--- src/rtl/booth_seq_multiplier.sv ---
// Iterative radix-4 Booth multiplier: one Booth digit per cycle, WIDTH/2+1 cycles per product.
// Handles signed or unsigned operands by extending both to WIDTH+2 bits when the operation is accepted.
module booth_seq_multiplier #(
  parameter int WIDTH = 32
) (
  input  logic                 clk,
  input  logic                 rst,
  input  logic                 start,
  input  logic                 is_signed,
  input  logic [WIDTH-1:0]     a,
  input  logic [WIDTH-1:0]     b,
  output logic                 busy,
  output logic                 done,
  output logic [2*WIDTH-1:0]   result
);

  localparam int ITER = WIDTH / 2 + 1;
  localparam int EW   = WIDTH + 2;
  localparam int UW   = WIDTH + 3;
  localparam int PW   = UW + EW + 1;
  localparam int CW   = $clog2(ITER);

  localparam logic [1:0] IDLE = 2'd0;
  localparam logic [1:0] RUN  = 2'd1;
  localparam logic [1:0] DONE = 2'd2;

  logic [1:0]    state;
  logic [CW-1:0] step;
  logic [EW-1:0] mcand;
  logic [PW-1:0] prod;

  logic [EW-1:0] aExt;
  logic [EW-1:0] bExt;
  logic [UW-1:0] aPos;
  logic [UW-1:0] a2Pos;
  logic [UW-1:0] ppAdd;
  logic [UW-1:0] upperSum;
  logic [PW-1:0] prodNext;

  // The two guard bits let a full-range unsigned operand look positive to the Booth recoder.
  always_comb begin
    aExt = is_signed ? {{2{a[WIDTH-1]}}, a} : {2'b00, a};
    bExt = is_signed ? {{2{b[WIDTH-1]}}, b} : {2'b00, b};
  end

  assign aPos  = {mcand[EW-1], mcand};
  assign a2Pos = {mcand, 1'b0};

  // prod[2:0] holds the current Booth digit {b[2i+1], b[2i], b[2i-1]}.
  always_comb begin
    ppAdd = '0;
    case (prod[2:0])
      3'b001, 3'b010: ppAdd = aPos;
      3'b011:         ppAdd = a2Pos;
      3'b100:         ppAdd = -a2Pos;
      3'b101, 3'b110: ppAdd = -aPos;
      default:        ppAdd = '0;
    endcase
  end

  always_comb begin
    upperSum = prod[PW-1 -: UW] + ppAdd;
    prodNext = $signed({upperSum, prod[EW:0]}) >>> 2;
  end

  // Control and datapath; DONE accepts a new start just like IDLE so operations can run back to back.
  always_ff @(posedge clk or posedge rst) begin
    if (rst) begin
      state  <= IDLE;
      step   <= '0;
      mcand  <= '0;
      prod   <= '0;
      result <= '0;
    end else begin
      case (state)
        IDLE, DONE: begin
          if (start) begin
            mcand <= aExt;
            prod  <= {{UW{1'b0}}, bExt, 1'b0};
            step  <= '0;
            state <= RUN;
          end else begin
            state <= IDLE;
          end
        end
        RUN: begin
          prod <= prodNext;
          if (step == CW'(ITER - 1)) begin
            result <= prodNext[2*WIDTH:1];
            state  <= DONE;
          end else begin
            step <= step + CW'(1);
          end
        end
        default: state <= IDLE;
      endcase
    end
  end

  assign busy = (state == RUN);
  assign done = (state == DONE);

endmodule

--- config.mk ---
export PLATFORM = sky130hd
export DESIGN_NAME = booth_seq_multiplier
export DESIGN_NICKNAME = d
export VERILOG_FILES = /design/src/rtl/booth_seq_multiplier.sv
export SDC_FILE = /design/constraint.sdc
export NUM_CORES = 1
export LEC_CHECK = 0
export CORE_MARGIN = 2
export CORE_UTILIZATION = 36
export CTS_CLUSTER_SIZE = 30
export DETAILED_ROUTE_END_ITERATION = 12
export GPL_TIMING_DRIVEN = 1
export PLACE_DENSITY_LB_ADDON = 0.12
export SKIP_CTS_REPAIR_TIMING = 1
export SLEW_MARGIN = 40
export SYNTH_ARGS = -nofsm -noshare
export SYNTH_HDL_FRONTEND = slang
export SYNTH_SLANG_ARGS = --single-unit
--- constraint.sdc ---
create_clock -name clk -period 7.1 [get_ports clk]
set_input_delay 1.775 -clock clk [delete_from_list [all_inputs] [get_ports clk]]
set_output_delay 1.775 -clock clk [all_outputs]
set_load 0.02 [all_outputs]
==> metrics.cfg, run 1 <==
[die]
ios=134
rows=62
die-area_um2=30200
die_y_um=174
core_um2=28500
die_w_um=174
start_util_pct=36.3

[cells_and_area]
nFillCells=2873
layout_commonest_cell=nand2_1
diodes=0
area_delta_synth_final_pct=22.1
nets=1407
drive_gt1_share_pct=7.69
final_cell_mix=nand2_1 (348), dfrtp_1 (172), clkdlybuf4s50_1 (133)

[clock_network]
clk_latency_ps=440
cts_made_buffers=17
root_buffer=clkbuf_16
tritoncts=built
cts.sinks=172
clock_path_buffers=2
htreeDepth=4
clkTransAtPathRegs_ps=90

[detailed_routing]
routed_wl_mm=28.6
wl_met1_mm=13.3
met3WireLength_mm=1.29
viasPerCell=5.25
post_drt_wl_per_cell_um=16.8
drtIter0Drc=471
wl_met2_mm=13.5
drtAntennaViolNets=0
dr.max_layer_used=met4
vias=8907
first_pass_iters=5
drcViolationCount=0

[worst_hold_path]
hold_class=flop to flop
worstHoldStart=result[19]

[placement]
place_hpwl_mm=19.8
gp_congestion=0.859
io_buffer_count=133

[global_route]
grtUsageTotal_pct=19.3
grt_max_degree=77
overflow=0
grt_pass1_wl_mm=47.1
grt_pass1_vias=8954
antenna_found_initial=0

[critical_path]
path_cells=inv_1 -> ha_1 -> nor4b_4 -> nand4_2 -> nand2b_1 -> or3_1 -> or3_1 -> xor2_1 -> a221oi_1 -> a21oi_1 -> ha_1 -> a21o_1 -> a21oi_1 -> nor2b_1 -> o41a_1 -> a221oi_1 -> o211a_1 -> o21ai_0 -> a211o_1 -> o21ai_1
cp_top_family=compound AO/OA/AOI/OAI gates
worst_ep_required_time_ps=7460
cp.arrival_ps=5520
end_kind=flop
critPathLaunchType=flop
critPathMaxStageDelay_ps=410
rr_startpoint=mcand[0]
crit_type=flop to flop
critical_path.startpoint=mcand[0]
cp_slowest_cell=or3_1
worstPathMaxFanout=5
path_buf_inv=1

[logic_synthesis]
syn-mean-instance-area_um2=8.52
synth_ff_type=dfrtp_1
yosys_warnings=0
synth_edf_count=0
ys_ff_latch=172
syn_inst=1216
ys_types=66
syn-num-nets=1322
ys_async_sr_fraction_pct=100
ys_seq_area_share_pct=41.5
netlist_area_um2=10400

[timing]
tns_ps=0
rsz0062_at_grt=false
final.min_clock_period_ps=5160
finalSetupViolations=0
slew_headroom_pct=44.7
drv_slew=0
worst_pin_slew_ps=827
hold_viol=0
fin_worst_skew_ps=14.2
max_freq_mhz=194
period_share_pct=72.7

[flow_run]
cap_violations=0

[outcome]
status=finished, final reports clean

## path summary, 6_finish.rpt
check / end / slack, ps / cells past startpoint
max: prod[68] / 1940 / 20
min: result[19] / 480 / 2
max reg2reg: prod[68] / 1940 / 20
min reg2reg: result[19] / 480 / 2
max in group asynchronous: result[54] / 4100 / 3
min in group asynchronous: result[11] / 1820 / 2
## flip-flops by register name, summed over array words and instances (netlist names)
name,flops
mcand,33
result,64
step,5
state,2
prod,68
## cell families after synthesis
logic type               share of synthesized area [%]
multiplexers                                      3.57
buffers and inverters                             3.90
adder cells (fa/ha/maj)                           4.66
XOR/XNOR                                          7.52
AO/OA/AOI/OAI                                     17.1
flip-flops                                        41.5
AND/OR/NAND/NOR                                   21.7
## routing by layer
layer | track usage (%) | up-vias
met5 | 0 | -
met4 | 5.57 | 0
met3 | 3.77 | 27
met2 | 31.7 | 177
met1 | 25.9 | 4324
li1 | - | 4379
## stage by stage
stage               hold slack [ps]  setup WS [ps]  util (%)  cell area, µm²  cells
floorplan                       456            665         -           10400   1216
global placement                459           2030      41.9           12000   1664
detailed placement              461           1910      42.0           12000   1665
CTS                             489           1880      44.2           12600   1697
global route                    509           1520      44.3           12600   1698
finish                          482           1940      44.3           12600   1698
## Yosys cell counts (3+ instances only)
library cell | count | area (µm²)
nand2_1 | 348 | 1310
dfrtp_1 | 172 | 4300
nor2_1 | 76 | 285
clkbuf_1 | 65 | 244
xnor2_1 | 56 | 490
a31oi_1 | 51 | 319
a21oi_1 | 41 | 205
o21ai_0 | 39 | 195
ha_1 | 37 | 463
xor2_1 | 33 | 289
a22o_1 | 31 | 272
mux2_2 | 31 | 349
a221oi_1 | 25 | 219
nor3_1 | 20 | 100
inv_1 | 16 | 60.1
nand3_1 | 14 | 70.1
a21o_1 | 13 | 97.6
a22oi_1 | 13 | 97.6
buf_1 | 12 | 45.0
or3_1 | 11 | 68.8
nand2b_1 | 10 | 62.6
and2_1 | 8 | 50.1
nor2b_1 | 8 | 50.1
o211ai_1 | 6 | 45.0
a211oi_1 | 5 | 37.5
nand4_1 | 5 | 31.3
o21bai_1 | 5 | 37.5
and3_1 | 4 | 25.0
nand3b_1 | 4 | 30.0
o221ai_1 | 4 | 35.0
o31ai_1 | 4 | 30.0
or2_2 | 4 | 25.0
a311oi_1 | 3 | 26.3
inv_2 | 3 | 11.3
o21a_1 | 3 | 22.5
## worst min-delay path, delay by kind of cell, from the launching register on
kind	cells	cell delay, ps
flops	1	350
simple gates	2	100
## cell type report
class / count / area, µm² / share of cell area, %
multi-input combinational: 942 / 5680 / 44.9
clock buffer: 17 / 425 / 3.36
tap: 384 / 480 / 3.80
inverter: 20 / 80.1 / 0.633
timing repair buffer: 148 / 1480 / 11.7
clock inverter: 15 / 201 / 1.59
sequential: 172 / 4300 / 34.0
Power of run 1 is not shown: default switching activity piles up to over one toggle a cycle in this logic, so the estimate is an artifact.
==> run 2: changes to the inputs <==
==> constraint.sdc (replaced) <==
create_clock -name clk -period 5.15 [get_ports clk]
set_input_delay 1.2875 -clock clk [delete_from_list [all_inputs] [get_ports clk]]
set_output_delay 1.2875 -clock clk [all_outputs]
set_load 0.02 [all_outputs]
==> metrics.cfg, run 2 (synthesized netlist as in run 1, its figures left out) <==
[detailed_routing]
routed_wl_mm=29.2  ; +2.3%
first_pass_iters=7  ; +2
drtIter0Drc=639  ; +36%
vias=8974  ; +0.75%
drtAntennaViolNets=0  ; unchanged
post_drt_wl_per_cell_um=17.0  ; +0.89%
drcViolationCount=0  ; unchanged
viasPerCell=5.21  ; -0.59%

[critical_path]
path_buf_inv=2  ; +1
cp_top_family=simple AND/OR/NAND/NOR gates
critPathMaxStageDelay_ps=570  ; +160 ps
critPathLaunchType=flop
worst_ep_required_time_ps=5510  ; -1950 ps
cp.depth=19  ; -5.0%
cp_slowest_cell=or4_4
worstRegToRegCells=19  ; -5.0%
end_kind=flop
worstPathMaxFanout=7  ; +2
cp.arrival_ps=5270  ; -250 ps
path_cells=inv_1 -> ha_2 -> nor4b_4 -> nand4_2 -> buf_4 -> or4_4 -> or3_1 -> and2_1 -> xor2_1 -> a221oi_1 -> a31oi_1 -> ha_2 -> nand3_1 -> nor2_1 -> a221oi_2 -> o211a_1 -> or3_1 -> a211o_1 -> o21ai_1
crit_type=flop to flop

[cells_and_area]
largest_register=prod
nets=1430  ; +1.6%
diodes=0  ; unchanged
drive_gt1_share_pct=9.72  ; +2.0 points
largest_reg_flops=68  ; unchanged
layout_commonest_cell=nand2_1
final_cells=1721  ; +1.4%
area_delta_synth_final_pct=24.2
final_area_um2=12900  ; +1.8%
largestRegisters=prod: 68 flops, result: 64 flops, mcand: 33 flops
final_cell_mix=nand2_1 (348), dfrtp_1 (172), clkdlybuf4s50_1 (133)

[timing]
period_share_pct=95.5  ; +23 points
max_freq_mhz=203  ; +5.0%
finalSetupViolations=0  ; unchanged
hold_viol=0  ; unchanged
final.min_clock_period_ps=4920  ; -247 ps
holdWs_ps=480  ; -2.20 ps
drv_slew=0  ; unchanged
slew_headroom_pct=47.3  ; +2.6 points
worst_pin_slew_ps=789  ; -38.7 ps
fin_worst_skew_ps=17.0  ; +2.83 ps
tns_ps=0  ; unchanged

[global_route]
grt_pass1_vias=8964  ; +0.11%
grt_max_degree=94  ; +22%
overflow=0  ; unchanged
grtUsageTotal_pct=19.8  ; +0.50 points
antenna_found_initial=0  ; unchanged
grt_pass1_wl_mm=48.1  ; +2.2%

[clock_network]
cts_made_buffers=17  ; unchanged
clk_latency_ps=440  ; about the same
clock_path_buffers=2  ; unchanged
tritoncts=built
cts.sinks=172  ; unchanged
root_buffer=clkbuf_16
htreeDepth=4  ; unchanged
clkTransAtPathRegs_ps=80  ; about the same

[die]
ios=134  ; unchanged
die_w_um=174  ; unchanged
start_util_pct=36.3  ; unchanged
rows=62  ; unchanged
core_um2=28500  ; unchanged
die_y_um=174  ; unchanged
die-area_um2=30200  ; unchanged

[placement]
gp_congestion=0.866  ; +0.83%
dp_cells=1688  ; +1.4%
place_hpwl_mm=20.7  ; +4.7%
io_buffer_count=133  ; unchanged
placed_area_um2=12200  ; +1.6%

[flow_run]
cap_violations=0  ; unchanged

[worst_hold_path]
hold_depth=2  ; unchanged
hold_class=flop to flop

[outcome]
status=finished, final reports clean

-- run 2: changes by cell type in the layout (fill, tap and decap cells not counted), sizes merged --
cell | previous run | this run
inv | 29 | 25
clkinv | 6 | 8
clkinvlp | 0 | 2
buf | 15 | 38
-- run 2: worst min-delay path: cells and delay by family (launching register included) --
kind,cells,cell delay [ps]
simple gates,1,40
flops,1,340
compound gates,1,60
-- run 2: through the flow --
step | setup slack [ps] | util [%]
after floorplan | 606 | -
after global placement | 372 | 42.6
after detailed placement | 296 | 42.7
after CTS | 255 | 44.9
after global routing | -22.2 | 45.1
final | 234 | 45.1
-- run 2: worst paths after layout --
kind | to | from | slack, ps
max in group asynchronous | prod[59] | rst | 3150
min in group asynchronous | result[1] | rst | 1170
worst min register to register | result[43] | result[43] | 480
worst min-delay path | result[43] | result[43] | 480
worst max-delay path | prod[68] | mcand[0] | 230
worst max register to register | prod[68] | mcand[0] | 230
-- run 2: layout make-up --
type                       instances  area, µm²
fill                            2915      15700
multi-input combinational        942       5720
sequential                       172       4300
timing repair buffer             171       1660
tap                              384        480
clock buffer                      17        425
clock inverter                    15        205
inverter                          20       81.3
-- run 2: routing by layer --
metal	vias to the layer above	routed length (µm)	GRT usage (%)
met4	0	429	4.83
met1	4305	13300	26.4
met2	216	13900	32.9
met3	24	1570	4.25
met5	-	0	0
li1	4429	-	-
Power of run 2 is left out for the same reason.
==> run 3: changes to the inputs <==
--- a/config.mk
+++ b/config.mk
@@ -11,6 +11,7 @@
 export DETAILED_ROUTE_END_ITERATION = 12
 export GPL_TIMING_DRIVEN = 1
 export PLACE_DENSITY_LB_ADDON = 0.12
+export REMOVE_ABC_BUFFERS = 1
 export SKIP_CTS_REPAIR_TIMING = 1
 export SLEW_MARGIN = 40
 export SYNTH_ARGS = -nofsm -noshare
==> metrics.cfg, run 3 (synthesized netlist as in run 1, its figures left out) <==
[outcome]
status=finished, final reports clean

[detailed_routing]
routed_wl_mm=29.7  ; +1.7%
wl_met2_mm=13.3  ; -4.4%
drcViolationCount=0  ; unchanged
viasPerCell=5.29  ; +1.4%
met3WireLength_mm=1.83  ; +17%
first_pass_iters=5  ; -2
drtIter0Drc=553  ; -13%
post_drt_wl_per_cell_um=17.3  ; +2.0%
vias=9065  ; +1.0%
wl_met1_mm=14.3  ; +7.3%
drtAntennaViolNets=0  ; unchanged
dr.max_layer_used=met4

[cells_and_area]
largestRegisters=prod: 68 flops, result: 64 flops, mcand: 33 flops
final_cell_mix=nand2_1 (348), dfrtp_1 (172), clkdlybuf4s50_1 (133)
drive_gt1_share_pct=9.32  ; -0.41 points
area_delta_synth_final_pct=23.4
nets=1424  ; -0.42%
diodes=0  ; unchanged
largest_register=prod
utilization_pct=44.8  ; -0.31 points
largest_reg_flops=68  ; unchanged
layout_commonest_cell=nand2_1

[critical_path]
cp.arrival_ps=5230  ; -40 ps
worst_ep_required_time_ps=5510  ; about the same
end_kind=flop
rr_endpoint=prod[68]
critPathLaunchType=flop
r2r_slack_ps=270  ; +40 ps
worstPathMaxFanout=5  ; -2
rr_startpoint=mcand[0]
crit_type=flop to flop
worstRegToRegCells=22  ; +3

[global_route]
antenna_found_initial=0  ; unchanged
grt_pass1_wl_mm=48.9  ; +1.5%
grt_pass1_vias=9102  ; +1.5%
grtUsageTotal_pct=20.1  ; +0.26 points
grt_max_degree=82  ; -13%
overflow=0  ; unchanged

[timing]
fin_worst_skew_ps=18.3  ; +1.29 ps
worst_pin_slew_ps=709  ; -79.4 ps
hold_viol=0  ; unchanged
finalSetupViolations=0  ; unchanged
slew_headroom_pct=52.7  ; +5.4 points
period_share_pct=94.7  ; -0.77 points
holdWs_ps=479  ; -0.614 ps
setup_ws_ps=274  ; +39.8 ps
final.min_clock_period_ps=4880  ; -39.8 ps
drv_slew=0  ; unchanged
rsz0062_at_grt=false
max_freq_mhz=205  ; +0.82%

[clock_network]
htreeDepth=4  ; unchanged
root_buffer=clkbuf_16
clk_latency_ps=440  ; about the same
cts_made_buffers=17  ; unchanged
clock_path_buffers=2  ; unchanged
cts.sinks=172  ; unchanged
tritoncts=built
clkTransAtPathRegs_ps=80  ; about the same

[die]
die_y_um=174  ; unchanged
ios=134  ; unchanged
die_w_um=174  ; unchanged
die-area_um2=30200  ; unchanged
rows=62  ; unchanged
core_um2=28500  ; unchanged
start_util_pct=36.3  ; unchanged

[worst_hold_path]
hold_class=flop to flop
min_to=result[2]
hold_depth=2  ; unchanged
worstHoldStart=result[2]

[flow_run]
cap_violations=0  ; unchanged

[placement]
place_hpwl_mm=20.0  ; -3.2%
place_ws_ps=142  ; -154 ps
gp_congestion=0.859  ; -0.76%
io_buffer_count=133  ; unchanged

## run 3: cell types whose count changed in the layout (fill, tap and decap cells not counted), moves of 2 or more
cell      delta
buf_4        -4
buf_8        -2
clkinv_8     -2
inv_12       -3
inv_8        +5
## run 3: final cells by class
cell class | instances | area, µm²
fillers | 2890 | 15800
multi-input cells | 942 | 5720
flip-flops and latches | 172 | 4300
repair buffers | 165 | 1600
well taps | 384 | 480
clock buffers | 17 | 425
clock inverters | 15 | 174
inverters | 20 | 85.1
## run 3: metal layers
| metal | up-vias | GRT usage, % |
|---|---|---|
| met2 | 228 | 31.4 |
| met3 | 22 | 5.11 |
| li1 | 4409 | - |
| met1 | 4406 | 28.1 |
| met4 | 0 | 4.24 |
| met5 | - | 0 |
## run 3: how the worst max path moves through the flow
stage | cells past startpoint | slack, ps | endpoint | start
floorplan | 1 | -800 | mcand[0] | rst
global placement | 20 | 230 | prod[68] | mcand[0]
detailed placement | 20 | 140 | prod[68] | mcand[0]
CTS | 20 | 130 | prod[68] | mcand[0]
global route | 22 | 6 | prod[68] | mcand[0]
finish | 22 | 270 | prod[68] | mcand[0]
## run 3: stage by stage
| stage | instances | area (µm²) | setup TNS [ps] |
|---|---|---|---|
| 6_report | 1715 | 12800 | 0 |
| 2_1_floorplan | 1134 | 10000 | -149390 |
| 5_1_grt | 1715 | 12800 | 0 |
| 3_3_place_gp | 1681 | 12100 | 0 |
| 4_1_cts | 1713 | 12700 | 0 |
| 3_5_place_dp | 1681 | 12100 | 0 |
## run 3: critical path: stages (launching register included)
cell and delay, ps:
dfrtp_1 400, inv_1 130, ha_2 230, nor4b_4 330, nand4_4 170, nand2b_1 210
or3_4 370, or3_1 350, nand2_1 100, xnor2_1 80, a221oi_1 310, a31oi_1 90
ha_1 230, a21o_1 160, a21oi_1 140, nor2b_1 80, o41a_1 310, a221oi_1 290
buf_4 180, o211a_1 160, o21ai_0 110, a211o_1 320, o21ai_1 70
Power of run 3 is left out for the same reason.
